==> config.mk <==
export PLATFORM = sky130hd
export DESIGN_NAME = atm_session_ctrl
export DESIGN_NICKNAME = d
export VERILOG_FILES = /design/src/rtl/atm_session_ctrl.sv
export SDC_FILE = /design/constraint.sdc
export NUM_CORES = 1
export LEC_CHECK = 0
export CAP_MARGIN = 40
export CORE_UTILIZATION = 45
export CTS_CLUSTER_DIAMETER = 100
export DETAILED_ROUTE_END_ITERATION = 6
export PLACE_DENSITY = 0.73
export SYNTH_ARGS = -nofsm -noshare
export SYNTH_HDL_FRONTEND = slang
export SYNTH_SLANG_ARGS = --single-unit
==> constraint.sdc <==
create_clock -name clk -period 6.7 [get_ports clk]
set_input_delay 1.675 -clock clk [delete_from_list [all_inputs] [get_ports clk]]
set_output_delay 1.675 -clock clk [all_outputs]
set_load 0.03 [all_outputs]
==> src/rtl/atm_session_ctrl.sv <==
// atm_session_ctrl
//   Session sequencer for one ATM terminal. It takes a card and PIN, asks the
//   card-handling block to look the PIN up, enforces the wrong-PIN retry limit
//   and the inactivity timeout, and runs inquiry/withdraw/deposit operations,
//   writing new balances back through op_done/updated_balance.
//
// Ports
//   clk, rst                      clock (rising edge), async active-high reset
//   card_in, card_number          card presence and number from the slot reader
//   psw_valid, password_input     one-cycle PIN entry strobe and PIN
//   op_valid, op_code, amount     one-cycle operation strobe, code, amount
//   ch_balance, ch_wrong_psw      lookup result from card handling
//   ch_card_number, ch_password   latched card/PIN presented to card handling
//   ch_card_in                    one-cycle lookup request
//   op_done, updated_balance      one-cycle balance write to card handling
//   balance                       session balance shown to the user
//   txn_ok, txn_reject            operation accepted / refused pulses
//   wrong_psw, card_retained      PIN rejected (retry left) / card swallowed
//   card_eject, timeout           waiting for removal / inactivity eject pulse
//
// state    | meaning
// ---------+-----------------------------------------------------------
// IDLE     | no session; waits for a card (after a retain, for removal)
// GET_PSW  | card accepted, waiting for the PIN, inactivity timer running
// VERIFY   | lookup request to card handling (ch_card_in high)
// CHECK    | lookup result valid; count wrong PINs or open the session
// MENU     | waits for an operation, inactivity timer running
// UPDATE   | balance write cycle (op_done high)
// EJECT    | card_eject high until the card is removed
// RETAIN   | card swallowed; session cleared

module atm_session_ctrl #(
  parameter int CARD_WIDTH     = 6,
  parameter int PASSWORD_WIDTH = 16,
  parameter int BALANCE_WIDTH  = 20,
  parameter int USERS_NUM      = 10,
  parameter int MAX_TRIES      = 3,
  parameter int TIMEOUT_CYCLES = 1000
) (
  input  logic                      clk,
  input  logic                      rst,
  input  logic                      card_in,
  input  logic [CARD_WIDTH-1:0]     card_number,
  input  logic                      psw_valid,
  input  logic [PASSWORD_WIDTH-1:0] password_input,
  input  logic                      op_valid,
  input  logic [1:0]                op_code,
  input  logic [BALANCE_WIDTH-1:0]  amount,
  input  logic [BALANCE_WIDTH-1:0]  ch_balance,
  input  logic                      ch_wrong_psw,
  output logic [CARD_WIDTH-1:0]     ch_card_number,
  output logic                      ch_card_in,
  output logic [PASSWORD_WIDTH-1:0] ch_password,
  output logic                      op_done,
  output logic [BALANCE_WIDTH-1:0]  updated_balance,
  output logic [BALANCE_WIDTH-1:0]  balance,
  output logic                      txn_ok,
  output logic                      txn_reject,
  output logic                      wrong_psw,
  output logic                      card_eject,
  output logic                      card_retained,
  output logic                      timeout
);

  localparam int TW = $clog2(TIMEOUT_CYCLES + 1);
  localparam int RW = $clog2(MAX_TRIES + 1);
  localparam logic [TW-1:0]         TIMER_LOAD = TW'(TIMEOUT_CYCLES - 1);
  localparam logic [RW-1:0]         TRIES_LIM  = RW'(MAX_TRIES);
  localparam logic [CARD_WIDTH:0]   USERS_LIM  = (CARD_WIDTH + 1)'(USERS_NUM);

  typedef enum logic [2:0] {
    S_IDLE, S_GET_PSW, S_VERIFY, S_CHECK, S_MENU, S_UPDATE, S_EJECT, S_RETAIN
  } state_t;

  state_t            state;
  logic [TW-1:0]     timer;         // down-counter, expires at zero
  logic [RW-1:0]     tries;
  logic              need_release;  // retained card must leave the slot first

  logic [BALANCE_WIDTH:0] dep_sum;
  logic [RW-1:0]          tries_nxt;
  logic                   card_known;
  logic                   wd_short;

  assign dep_sum    = {1'b0, balance} + {1'b0, amount};
  assign tries_nxt  = tries + RW'(1);
  assign card_known = {1'b0, card_number} < USERS_LIM;
  assign wd_short   = amount > balance;

  always_ff @(posedge clk or posedge rst) begin
    if (rst) begin
      state           <= S_IDLE;
      timer           <= '0;
      tries           <= '0;
      need_release    <= 1'b0;
      ch_card_number  <= '0;
      ch_card_in      <= 1'b0;
      ch_password     <= '0;
      op_done         <= 1'b0;
      updated_balance <= '0;
      balance         <= '0;
      txn_ok          <= 1'b0;
      txn_reject      <= 1'b0;
      wrong_psw       <= 1'b0;
      card_eject      <= 1'b0;
      card_retained   <= 1'b0;
      timeout         <= 1'b0;
    end else begin
      ch_card_in      <= 1'b0;
      op_done         <= 1'b0;
      updated_balance <= '0;
      txn_ok          <= 1'b0;
      txn_reject      <= 1'b0;
      wrong_psw       <= 1'b0;
      card_retained   <= 1'b0;
      timeout         <= 1'b0;

      // Card pulled mid-session: drop everything, nothing is written back.
      if (!card_in && (state inside {S_GET_PSW, S_VERIFY, S_CHECK, S_MENU})) begin
        state          <= S_IDLE;
        balance        <= '0;
        ch_card_number <= '0;
        ch_password    <= '0;
        tries          <= '0;
        timer          <= '0;
      end else begin
        case (state)
          S_IDLE: begin
            if (!card_in) begin
              need_release <= 1'b0;
            end else if (!need_release) begin
              if (card_known) begin
                ch_card_number <= card_number;
                timer          <= TIMER_LOAD;
                state          <= S_GET_PSW;
              end else begin
                card_eject <= 1'b1;
                state      <= S_EJECT;
              end
            end
          end

          S_GET_PSW: begin
            // PIN entry takes priority over a timer expiring in the same cycle.
            if (psw_valid) begin
              ch_password <= password_input;
              ch_card_in  <= 1'b1;
              state       <= S_VERIFY;
            end else if (timer == '0) begin
              timeout    <= 1'b1;
              card_eject <= 1'b1;
              state      <= S_EJECT;
            end else begin
              timer <= timer - TW'(1);
            end
          end

          S_VERIFY: state <= S_CHECK;

          S_CHECK: begin
            if (ch_wrong_psw) begin
              tries <= tries_nxt;
              if (tries_nxt == TRIES_LIM) begin
                card_retained <= 1'b1;
                state         <= S_RETAIN;
              end else begin
                wrong_psw <= 1'b1;
                timer     <= TIMER_LOAD;
                state     <= S_GET_PSW;
              end
            end else begin
              balance <= ch_balance;
              tries   <= '0;
              timer   <= TIMER_LOAD;
              state   <= S_MENU;
            end
          end

          S_MENU: begin
            if (op_valid) begin
              timer <= TIMER_LOAD;
              case (op_code)
                2'b00: txn_ok <= 1'b1;
                2'b01: begin
                  if (wd_short) begin
                    txn_reject <= 1'b1;
                  end else begin
                    updated_balance <= balance - amount;
                    op_done         <= 1'b1;
                    txn_ok          <= 1'b1;
                    state           <= S_UPDATE;
                  end
                end
                2'b10: begin
                  if (dep_sum[BALANCE_WIDTH]) begin
                    txn_reject <= 1'b1;
                  end else begin
                    updated_balance <= dep_sum[BALANCE_WIDTH-1:0];
                    op_done         <= 1'b1;
                    txn_ok          <= 1'b1;
                    state           <= S_UPDATE;
                  end
                end
                2'b11: begin
                  card_eject <= 1'b1;
                  state      <= S_EJECT;
                end
              endcase
            end else if (timer == '0) begin
              timeout    <= 1'b1;
              card_eject <= 1'b1;
              state      <= S_EJECT;
            end else begin
              timer <= timer - TW'(1);
            end
          end

          // The write is already on the bus this cycle; a pulled card only
          // ends the session after it.
          S_UPDATE: begin
            timer <= TIMER_LOAD;
            if (card_in) begin
              balance <= updated_balance;
              state   <= S_MENU;
            end else begin
              balance        <= '0;
              ch_card_number <= '0;
              ch_password    <= '0;
              tries          <= '0;
              state          <= S_IDLE;
            end
          end

          S_EJECT: begin
            if (!card_in) begin
              card_eject     <= 1'b0;
              balance        <= '0;
              ch_card_number <= '0;
              ch_password    <= '0;
              tries          <= '0;
              timer          <= '0;
              state          <= S_IDLE;
            end
          end

          S_RETAIN: begin
            balance        <= '0;
            ch_card_number <= '0;
            ch_password    <= '0;
            tries          <= '0;
            timer          <= '0;
            need_release   <= 1'b1;
            state          <= S_IDLE;
          end

          default: state <= S_IDLE;
        endcase
      end
    end
  end

endmodule

==> impl_metrics.ini <==
[yosys]
yosysWarnings = 0
synth-edff-count = 0
netlist_area_mm2 = 0.00618
synth_seq_cells = 86
synthArstFlopShare = 1.00
synth.distinct_cells = 66
synth-seq-area-share = 0.348
synth_ff_type = dfrtp_1
syn_area_per_cell_um2 = 8.19
synth_nets = 872
synth_cells = 754

[setup_path]
rr_worst_depth = 9
cpMostUsedCell = a21o_1
critPathKind = input port to flop
crit_cells = 12
worst_setup_path_start_kind = input port
cp_num_buf_inv = 3
crit_chain = clkdlybuf4s50_1 -> inv_1 -> ha_1 -> nand4_1 -> a211oi_1 -> o21bai_1 -> a21o_1 -> a21o_1 -> nor2_1 -> buf_4 -> a221oi_1 -> a31oi_1
critPathTopFamily = compound AO/OA/AOI/OAI gates
cpMaxStageDelayCell = nor2_1
crit_fanout = 11
required_ns = 6.97
end_kind = flop
arrival_ns = 5.16
critPathMaxStageDelay_ns = 0.60

[timing]
rsz0062_at_grt = no
fmax_ghz = 0.205
slew_violations = 0
fin_crit_sh = 0.729
fin_crit_ns = 4.89
tightest_slew_ns = 0.829
slew_headroom = 0.447
finalSetupViolations = 0
hold_violations = 0
skew_ns = 0.00629
setup_tns_ns = 0
layout_setup_ws_ns = 1.81

[grt]
track_usage = 0.265
grt_pass1_vias = 5994
grt_start_max_net_pins = 64
antenna_found_initial = 0
grt_overflow = 0
grt_pass1_wl_um = 29900

[cells_and_area]
layout_commonest_cell = clkdlybuf4s50_1
seq_area_mm2 = 0.00215
num_antenna_cells = 0
synthToLayoutAreaGrowth_pct = 28.7
multi_input_area_mm2 = 0.00359
finalNetCount = 986
final_util = 0.598
n_fill_cell = 1165
fin_area_mm2 = 0.00795
drive_gt1_frac = 0.0504
most-common-layout-cells = clkdlybuf4s50_1 (139), dfrtp_1 (86), a21oi_1 (73)

[place]
gp_congestion = 0.899
post-place-ws_ns = 1.50
io_buffers = 139
place_hpwl_um = 13500
place_area_mm2 = 0.00766

[power]
ir_drop_mv = 0.249
p_leak_uw = 0.00343
pwr_density_cell_mw_per_mm2 = 426

[clock_tree]
cts.sinks = 86
cts.repair.resized = 0
cts_tree = done
cts_made_buffers = 9
clock_latency_ns = 0.35
cts.path.max_buffers = 2
clk_pin_slew_ns = 0.07
cts_root_buf = clkbuf_16
htreeDepth = 3
post_cts_buffers = 0
hold_buffers = 0

[drt]
dr.pass1.iters = 6
wirelength_um = 18600
drc = 0
drt_iter0_markers = 496
num_vias = 6231
avgRoutedWirePerCell_um = 17.7
ant_nets = 0
viasPerCell = 5.94

[floorplanning]
initial_core_util = 0.465
rows = 42
io_pins = 140
die_y_um = 119
die_area_mm2 = 0.0142
core-area_mm2 = 0.0133
die_w_um = 119

[worst_hold_path]
whs_path_depth = 2
worstHoldPathType = flop to flop

[status]
status = complete, no violations

[run]
max_cap_violations = 0
## through the flow
step                      instances  total power [uW]  hold WS (ns)
after floorplan                 754              2210         0.452
after global placement         1030              2800         0.471
after detailed placement       1033              2860         0.488
after CTS                      1049              3370         0.496
after global routing           1049              3610         0.504
final                          1049              3380         0.496
## kinds of logic after synthesis
kind of cell / count (synthesis) / share of synthesized area
AOI/OAI and AO/OA: 285 / 0.306
adders and majority gates: 48 / 0.0997
buffers and inverters: 109 / 0.0723
DFF: 86 / 0.348
and+or+nand+nor: 226 / 0.174
## final timing paths
check                                   from                   to  slack (ns)
max                                amount[9]   updated_balance[3]        1.81
min                        ch_card_number[4]    ch_card_number[4]        0.50
max reg2reg                         state[1]             timer[5]        2.71
min reg2reg                ch_card_number[4]    ch_card_number[4]        0.50
max in group asynchronous                rst  updated_balance[17]        3.89
min in group asynchronous                rst           balance[1]        1.63
## flip-flops by register name (all words and copies together) (netlist names)
signal,cells
balance,20
card_eject,1
card_retained,1
ch_card_in,1
ch_card_number,6
ch_password,16
need_release,1
op_done,1
state,3
timeout,1
timer,10
tries,2
txn_ok,1
txn_reject,1
updated_balance,20
wrong_psw,1
## cell usage after synthesis (all sizes together) (5+ instances only)
| cell | count | share of area |
|---|---|---|
| a22o | 16 | 0.023 |
| ha | 46 | 0.093 |
| o22a | 5 | 0.0071 |
| a221oi | 15 | 0.021 |
| nor4 | 5 | 0.0051 |
| nand2 | 60 | 0.036 |
| nand2b | 14 | 0.014 |
| nor2b | 7 | 0.0071 |
| buf | 18 | 0.017 |
| a211oi | 8 | 0.0097 |
| o21ai | 65 | 0.054 |
| nor2 | 71 | 0.043 |
| a22oi | 19 | 0.023 |
| inv | 64 | 0.039 |
| a21o | 9 | 0.011 |
| or2 | 7 | 0.0075 |
| a21oi | 74 | 0.061 |
| o22ai | 5 | 0.0051 |
| nand3 | 21 | 0.017 |
| dfrtp | 86 | 0.35 |
| nor3 | 16 | 0.014 |
| o31ai | 16 | 0.022 |
| clkbuf | 26 | 0.016 |
| o21bai | 7 | 0.0085 |
| a31oi | 18 | 0.018 |
## where the power goes
part / switching [uW] / leakage, uW / internal [uW]
logic: 1210 / 0.00218 / 777
registers: 202 / 0.00112 / 703
clock network: 234 / 0.000136 / 259
total: 1640 / 0.00343 / 1740
## area by class of cell
class,instances,share of cell area
clock buffer,10,0.0288
clock inverter,6,0.00677
inverter,65,0.0309
multi-input combinational,559,0.451
sequential,86,0.271
tap,176,0.0277
timing repair buffer,147,0.184
## worst reg2reg max path: stages, from the launching register on
cell	delay [ns]
dfrtp_1	0.63
nor2_1	0.64
nor2_1	0.21
a21oi_1	0.23
and2_1	0.57
nor3_2	0.19
buf_6	0.20
or3_1	0.59
or2_1	0.38
o22a_1	0.23
## routing by layer
metal,part of all wire,global-route usage,vias to the layer above
met3,0.076,0.0546,35
met4,0.022,0.0957,0
met1,0.45,0.365,2975
met2,0.45,0.410,267
li1,-,-,2954
met5,0,0,-
(Power assumes the default switching activity.)
